`src/rtl/axim_write_control.sv`:
```
// AXI write master: on a start edge issues one AW request, BURST_LEN incrementing-pattern
// W beats from PATTERN_SEED, then accepts one B response; pulses done and keeps a sticky error.
module axim_write_control #(
  parameter int unsigned BURST_LEN    = 32,
  parameter logic [24:0] BASE_ADDR    = 25'd0,
  parameter logic [15:0] PATTERN_SEED = 16'h0000
) (
  input  logic        clk,
  input  logic        reset,
  input  logic        start_triger,
  input  logic        axi_awready_in,
  output logic        axi_awvalid_out,
  output logic [7:0]  axi_awlen_out,
  output logic [24:0] axi_awaddr_out,
  input  logic        axi_wready_in,
  output logic        axi_wvalid_out,
  output logic [15:0] axi_wdata_out,
  output logic        axi_wlast_out,
  input  logic        axi_bvalid_in,
  input  logic [1:0]  axi_bresp_in,
  output logic        axi_bready_out,
  output logic        busy_out,
  output logic        done_out,
  output logic        error_out
);

  localparam logic [7:0] LAST_BEAT = 8'(BURST_LEN - 1);

  typedef enum logic [1:0] {WR_READY, WR_ADDR, WR_DATA, WR_RESP} state_t;

  state_t      state, state_nxt;
  logic        trig_meta, trig_1d, trig_2d;
  logic        start_pulse_c;
  logic        awvalid_nxt, wvalid_nxt, wlast_nxt, bready_nxt;
  logic        busy_nxt, done_nxt, error_nxt;
  logic [15:0] wdata_nxt;
  logic [7:0]  beat_cnt, beat_cnt_nxt, beat_cnt_inc;

  assign axi_awlen_out  = LAST_BEAT;
  assign axi_awaddr_out = BASE_ADDR;
  assign start_pulse_c  = trig_1d & ~trig_2d;
  assign beat_cnt_inc   = 8'(beat_cnt + 8'd1);

  // State and output registers
  always_ff @(posedge clk) begin
    if (reset) begin
      trig_meta       <= 1'b0;
      trig_1d         <= 1'b0;
      trig_2d         <= 1'b0;
      state           <= WR_READY;
      axi_awvalid_out <= 1'b0;
      axi_wvalid_out  <= 1'b0;
      axi_wlast_out   <= 1'b0;
      axi_wdata_out   <= PATTERN_SEED;
      axi_bready_out  <= 1'b0;
      busy_out        <= 1'b0;
      done_out        <= 1'b0;
      error_out       <= 1'b0;
      beat_cnt        <= 8'd0;
    end else begin
      trig_meta       <= start_triger;
      trig_1d         <= trig_meta;
      trig_2d         <= trig_1d;
      state           <= state_nxt;
      axi_awvalid_out <= awvalid_nxt;
      axi_wvalid_out  <= wvalid_nxt;
      axi_wlast_out   <= wlast_nxt;
      axi_wdata_out   <= wdata_nxt;
      axi_bready_out  <= bready_nxt;
      busy_out        <= busy_nxt;
      done_out        <= done_nxt;
      error_out       <= error_nxt;
      beat_cnt        <= beat_cnt_nxt;
    end
  end

  // Next-state and next-output logic
  always_comb begin
    state_nxt    = state;
    awvalid_nxt  = axi_awvalid_out;
    wvalid_nxt   = axi_wvalid_out;
    wlast_nxt    = axi_wlast_out;
    wdata_nxt    = axi_wdata_out;
    bready_nxt   = axi_bready_out;
    done_nxt     = 1'b0;
    error_nxt    = error_out;
    beat_cnt_nxt = beat_cnt;

    case (state)
      WR_READY: begin
        if (start_pulse_c) begin
          awvalid_nxt = 1'b1;
          state_nxt   = WR_ADDR;
        end
      end
      WR_ADDR: begin
        if (axi_awvalid_out && axi_awready_in) begin
          awvalid_nxt  = 1'b0;
          wvalid_nxt   = 1'b1;
          wdata_nxt    = PATTERN_SEED;
          wlast_nxt    = (LAST_BEAT == 8'd0);
          beat_cnt_nxt = 8'd0;
          state_nxt    = WR_DATA;
        end
      end
      WR_DATA: begin
        if (axi_wvalid_out && axi_wready_in) begin
          if (!axi_wlast_out) begin
            beat_cnt_nxt = beat_cnt_inc;
            wdata_nxt    = 16'(axi_wdata_out + 16'd1);
            wlast_nxt    = (beat_cnt_inc == LAST_BEAT);
          end else begin
            wvalid_nxt = 1'b0;
            wlast_nxt  = 1'b0;
            bready_nxt = 1'b1;
            state_nxt  = WR_RESP;
          end
        end
      end
      WR_RESP: begin
        if (axi_bvalid_in && axi_bready_out) begin
          bready_nxt = 1'b0;
          done_nxt   = 1'b1;
          error_nxt  = error_out | (axi_bresp_in != 2'b00);
          state_nxt  = WR_READY;
        end
      end
      default: state_nxt = WR_READY;
    endcase

    // busy is registered alongside the state so it tracks state != WR_READY exactly
    busy_nxt = (state_nxt != WR_READY);
  end

endmodule

```
`config.mk`:
```
export PLATFORM = sky130hd
export DESIGN_NAME = axim_write_control
export DESIGN_NICKNAME = d
export VERILOG_FILES = /design/src/rtl/axim_write_control.sv
export SDC_FILE = /design/constraint.sdc
export NUM_CORES = 1
export LEC_CHECK = 0
export CAP_MARGIN = 20
export CORE_AREA = 3 3 96 52
export DETAILED_ROUTE_END_ITERATION = 10
export DIE_AREA = 0 0 99 55
export PLACE_DENSITY = 0.83
export SYNTH_ARGS = -nofsm -noshare
export SYNTH_HDL_FRONTEND = slang
export SYNTH_SLANG_ARGS = --single-unit
```
`constraint.sdc`:
```
create_clock -name clk -period 2.1 [get_ports clk]
set_clock_uncertainty 0.2 [all_clocks]
set_input_delay 0.525 -clock clk [delete_from_list [all_inputs] [get_ports clk]]
set_output_delay 0.525 -clock clk [all_outputs]
set_load 0.01 [all_outputs]
```
==> results of run 1 <==
[synth_stat cells (3+ instances only)]
| cell type | count | area (um2) |
|---|---|---|
| a211oi_1 | 4 | 30.0 |
| a21oi_1 | 26 | 130 |
| and4_1 | 4 | 35.0 |
| buf_4 | 33 | 248 |
| buf_6 | 3 | 33.8 |
| clkbuf_1 | 5 | 18.8 |
| dfxtp_1 | 36 | 721 |
| ha_1 | 3 | 37.5 |
| inv_1 | 3 | 11.3 |
| nand2_1 | 13 | 48.8 |
| nand3_1 | 9 | 45.0 |
| nand4_1 | 5 | 31.3 |
| nor2_1 | 18 | 67.6 |
| nor2b_1 | 3 | 18.8 |
| nor3_1 | 9 | 45.0 |
| o211ai_1 | 3 | 22.5 |
| o31ai_1 | 9 | 67.6 |
| or4_1 | 10 | 75.1 |
| xor2_1 | 3 | 26.3 |
[report_power, final]
part           internal (uW)  switching [uW]
Clock                    351             257
Sequential               688            5.25
Combinational           25.6            50.3
[final timing paths]
check | startpoint | to | slack (ps) | cells past startpoint
max reg2reg | state[0] | axi_wdata_out[13] | 120 | 5
max | axi_wdata_out[8] | axi_wdata_out[8] | 40 | 1
min reg2reg | trig_meta | trig_1d | 250 | 1
min | trig_meta | trig_1d | 250 | 1
[cells in the final DEF, fill, tap and decap left out, types with 3 or more instances in the layout]
cell type	n
a211oi_1	4
a21oi_1	22
a21oi_2	4
and4_1	4
buf_4	22
clkbuf_8	5
clkdlybuf4s50_1	28
conb_1	33
dfxtp_1	30
dfxtp_2	6
ha_1	3
inv_1	3
nand2_1	13
nand3_1	9
nand4_1	5
nor2_1	18
nor2b_1	3
nor3_1	9
o211ai_1	3
o31ai_1	7
or4_1	6
or4_4	4
xor2_1	3
[metrics by stage]
step,hold WS [ps],setup TNS [ps],instance area [um2],cells,util [%]
after detailed placement,235,-6790,2260,322,52.8
final,251,0,2470,334,57.7
after global placement,223,-5900,2260,322,52.8
after CTS,252,-1.40,2380,331,55.7
after global routing,261,0,2470,334,57.7
after floorplan,214,0,2060,260,-
[sequential cells by signal (all words and copies together) (netlist names)]
| register | flops |
|---|---|
| busy_out | 1 |
| state | 2 |
| axi_awvalid_out | 1 |
| trig_1d | 1 |
| axi_bready_out | 1 |
| error_out | 1 |
| beat_cnt | 8 |
| trig_2d | 1 |
| axi_wdata_out | 16 |
| axi_wlast_out | 1 |
| done_out | 1 |
| axi_wvalid_out | 1 |
| trig_meta | 1 |
[cells by family after synthesis]
logic type | count (synthesis)
AND/OR/NAND/NOR | 83
AO/OA/AOI/OAI | 54
buffers and inverters | 47
flip-flops | 36
XOR/XNOR | 4
adder cells (fa/ha/maj) | 3
other | 2
[final cells by class]
| type | instances | area [um2] | share of cell area [%] |
|---|---|---|---|
| Multi-Input combinational cell | 178 | 1070 | 43.5 |
| Tap cell | 57 | 71.3 | 2.89 |
| Clock buffer | 5 | 68.8 | 2.79 |
| Inverter | 3 | 11.3 | 0.457 |
| Clock inverter | 3 | 42.5 | 1.73 |
| Sequential cell | 36 | 728 | 29.5 |
| Timing Repair Buffer | 52 | 470 | 19.1 |
[metal layers]
metal / GRT usage [%] / wire length [um] / part of all wire, %
met5: 0 / 0 / 0
met4: 5.44 / 38 / 0.83
met3: 5.38 / 306 / 6.7
met2: 23.3 / 1890 / 41
met1: 24.4 / 2360 / 51
[repair_timing]
action                                  CTS  global route
cloned                                    0             1
pin swaps                                 1            11
hold buffers                              0             0
endpoints found under the setup margin   11            18
buffers inserted                          1             2
resized for setup                         2            18
==> impl_metrics.toml, run 1 <==
[cts]
clock_latency_ps = 290
clockBufferDepth = 2
htree_num_levels = 2
cts_tree = "yes"
numCtsBuffers = 5
clkTransAtPathRegs_ps = 80
cts_root_buf = "clkbuf_8"
cts_sinks = 36

[synthesis]
ys_warn_count = 0
syn_inst = 229
synth_edf_count = 0
ys_ff_latch = 36
syn_area_um2 = 1940
synth_top_family_by_area = "simple AND/OR/NAND/NOR gates"
synth_compound_area_share_pct = 18.5
seq_area_frac_synth_pct = 37.1
synth-xor-area-share_pct = 1.80
async_flop_share_pct = 0
synth_cell_types = 43
synth.avg_cell_area_um2 = 8.49
synth_mux_area_share_pct = 0
ys_dominant_reg_cell = "dfxtp_1"
synth_fa_ha_area_share_pct = 1.93
yosys.area_share.simple_pct = 23.5

[sta]
fmax_mhz = 486
rsz0062_at_grt = "no"
period_needed_ps = 2060
finalHoldViolCount = 0
fin_crit_sh_pct = 98.1
final-setup-viol-count = 0
final_max_slew_viol_count = 0
setup_slack_ps = 40.5

[drt]
route.detailed.wl_per_inst_um = 13.8
num_vias = 1759
dr.pass1.iters = 4
avgViaCountPerCell = 5.27
wl_mm = 4.60
drc = 0
ant_nets = 0
drt_iter0_drc = 95

[pwr]
powerDensity_nw_per_um2 = 558
ir_worst_vdd_mv = 0.308
finalPower_uw = 1380
p_leak_uw = 0.000924

[global_routing]
grt_pass1_wl_mm = 7.13
antenna_found_initial = 0
grt_max_degree = 23
track_usage_pct = 16.8
grt_overflow = 0
grt_pass1_vias = 1482

[die]
die_area_um2 = 5450
initial_core_util_pct = 45.4
die_h_um = 55
io_pins = 64
core.rowCount = 17
core_um2 = 4280
die_x_um = 99

[place]
port_buffers = 30
gp_congestion = 0.864
hpwlAfterDp_mm = 3.27
preCtsSetupSlack_ps = -372

[worst_setup_path]
worstPathRequired_ps = 1370
path_cells = "clkdlybuf4s50_1"
crit_path_max_incr_delay_ps = 580
path_max_fanout = 5
slowest_stage = "clkdlybuf4s50_1"
crit_path_start_kind = "flop"
critical_path_class = "flop to output port"
crit_buf_inv = 1
end_kind = "output port"
worstPathArrival_ps = 1330
cp_top_family = "buffers and inverters"

[layout]
drive_gt1_share_pct = 19.1
syn_to_final_growth_pct = 26.9
n_antenna_cell = 0
fillers = 409
finalNetCount = 287

[flow_run]
maxCapViolCount = 0

[status]
status = "complete, no violations"

[hold_path]
hp-class = "flop to flop"
Power figures use the tool's default switching activity.
==> run 2: changes to the inputs <==
--- a/config.mk
+++ b/config.mk
@@ -7,6 +7,7 @@
 export LEC_CHECK = 0
 export CAP_MARGIN = 20
 export CORE_AREA = 3 3 96 52
+export CTS_CLUSTER_SIZE = 16
 export DETAILED_ROUTE_END_ITERATION = 10
 export DIE_AREA = 0 0 99 55
 export PLACE_DENSITY = 0.83
==> results of run 2 <==
Same layout as run 1: the final DEF is identical, and so are final timing and power.
==> run 3: changes to the inputs <==
==> constraint.sdc (replaced) <==
create_clock -name clk -period 2.1 [get_ports clk]
set_clock_uncertainty 0.2 [all_clocks]
set_input_delay 0.42 -clock clk [delete_from_list [all_inputs] [get_ports clk]]
set_output_delay 0.42 -clock clk [all_outputs]
set_load 0.01 [all_outputs]
==> impl_metrics.toml, run 3 (synthesis results as in run 1) <==
[status]
status = "complete, no violations"

[drt]
drc = 0
route.detailed.wl_per_inst_um = 13.6
num_vias = 1690
drt_iter0_drc = 62
dr.pass1.iters = 4
avgViaCountPerCell = 5.09
wl_mm = 4.51
ant_nets = 0

[worst_setup_path]
r2r_slack_ps = 110
cp-startpoint = "axi_awready_in"
crit_path_start_kind = "primary input"
crit_path_end = "axi_wdata_out[12]"
worstPathArrival_ps = 2080
path_max_fanout = 12
worstPathRequired_ps = 2130
r2r-start = "state[0]"
r2r_end = "axi_wdata_out[12]"
critical_path_class = "primary input to flop"
reg2reg_depth = 4
end_kind = "flop"

[die]
die_area_um2 = 5450
core_um2 = 4280
die_x_um = 99
die_h_um = 55
initial_core_util_pct = 45.4
core.rowCount = 17
io_pins = 64

[cts]
ctsHoldBuffers = 0
htree_num_levels = 2
cts_tree = "yes"
numCtsBuffers = 5
clock_latency_ps = 290
cts_root_buf = "clkbuf_8"
clkTransAtPathRegs_ps = 80
cts_sinks = 36
clockBufferDepth = 2

[layout]
largest_reg_flops = 16
fillers = 421
final_util_pct = 55.3
regMostFlops = "axi_wdata_out"
final_common_cell = "dfxtp_1"
finalNetCount = 285
fin_area_um2 = 2360
drive_gt1_share_pct = 12.7
largestRegisters = "axi_wdata_out (16), beat_cnt (8), state (2)"
final_cell_mix = "36 x dfxtp_1, 33 x conb_1, 30 x clkdlybuf4s50_1, 26 x a21oi_1, 21 x buf_4"
syn_to_final_growth_pct = 21.6
n_antenna_cell = 0

[sta]
final-setup-viol-count = 0
final_max_slew_viol_count = 0
rsz0062_at_grt = "yes"
fin_crit_sh_pct = 97.5
period_needed_ps = 2050
fmax_mhz = 488
finalHoldViolCount = 0

[global_routing]
grt_pass1_wl_mm = 7.26
antenna_found_initial = 0
grt_overflow = 0
grt_max_degree = 23
grt_pass1_vias = 1496
track_usage_pct = 17.2

[hold_path]
hp-class = "flop to flop"
hold_start = "trig_meta"

[pwr]
ir_worst_vdd_mv = 0.214
powerDensity_nw_per_um2 = 539
p_leak_uw = 0.000885

[flow_run]
maxCapViolCount = 0

[place]
hpwlAfterDp_mm = 3.28
gp_congestion = 0.845
place_area_um2 = 2270
port_buffers = 30
run 3: cell types whose count changed in the layout (fill, tap and decap cells not counted), moves of 2 or more:
cell             before  now
clkdlybuf4s50_1      28   30
or4_4                 4    0
o31ai_1               7    9
dfxtp_2               6    0
a21oi_1              22   26
dfxtp_1              30   36
or4_1                 6   10
o31ai_2               2    0
a21oi_2               4    0
dlymetal6s2s_1        2    0
run 3: routing by layer:
layer	track usage, %	part of all wire [%]
met1	24.5	50
met2	24.6	41
met5	0	0
met4	5.90	1.1
met3	5.26	7.6
run 3: final cells by class:
| class | instances | area, um2 | share of cell area, % |
|---|---|---|---|
| multi-input cells | 177 | 1010 | 42.9 |
| flip-flops and latches | 36 | 721 | 30.5 |
| repair buffers | 51 | 458 | 19.4 |
| well taps | 57 | 71.3 | 3.02 |
| clock buffers | 5 | 68.8 | 2.91 |
| clock inverters | 3 | 18.8 | 0.794 |
| inverters | 3 | 11.3 | 0.477 |
run 3: how the worst min path moves through the flow:
stage | end | slack, ps | cells past startpoint
2_1_floorplan | trig_1d | 210 | 1
3_3_place_gp | trig_1d | 220 | 1
3_5_place_dp | trig_1d | 240 | 1
4_1_cts | trig_1d | 250 | 1
5_1_grt | trig_1d | 280 | 1
6_report | trig_1d | 250 | 1
run 3: repair_timing:
item	in CTS	in global routing
setup buffers	0	1
endpoints found under the setup margin	1	7
resized for setup	1	0
pin swaps	0	1
run 3: stage by stage:
step                      std cells  setup TNS, ps  hold WS [ps]  setup slack [ps]  power (uW)
after detailed placement        323          -4240           235              -296         783
final                           332              0           250              52.5        1270
after floorplan                 260              0           214               195         801
after global placement          323          -3210           223              -236         781
after global routing            332          -78.4           282             -27.4        1320
after CTS                       331              0           253              52.0        1280
run 3: where the power goes:
part / switching, uW / internal, uW
Sequential: 5.14 / 688
Combinational: 49.8 / 26.1
Clock: 272 / 231
run 3: worst max-delay path, stage by stage:
cell and delay (ps):
clkdlybuf4s50_1 480, and4b_2 320, o211ai_4 160, or4_1 550, a21oi_1 150
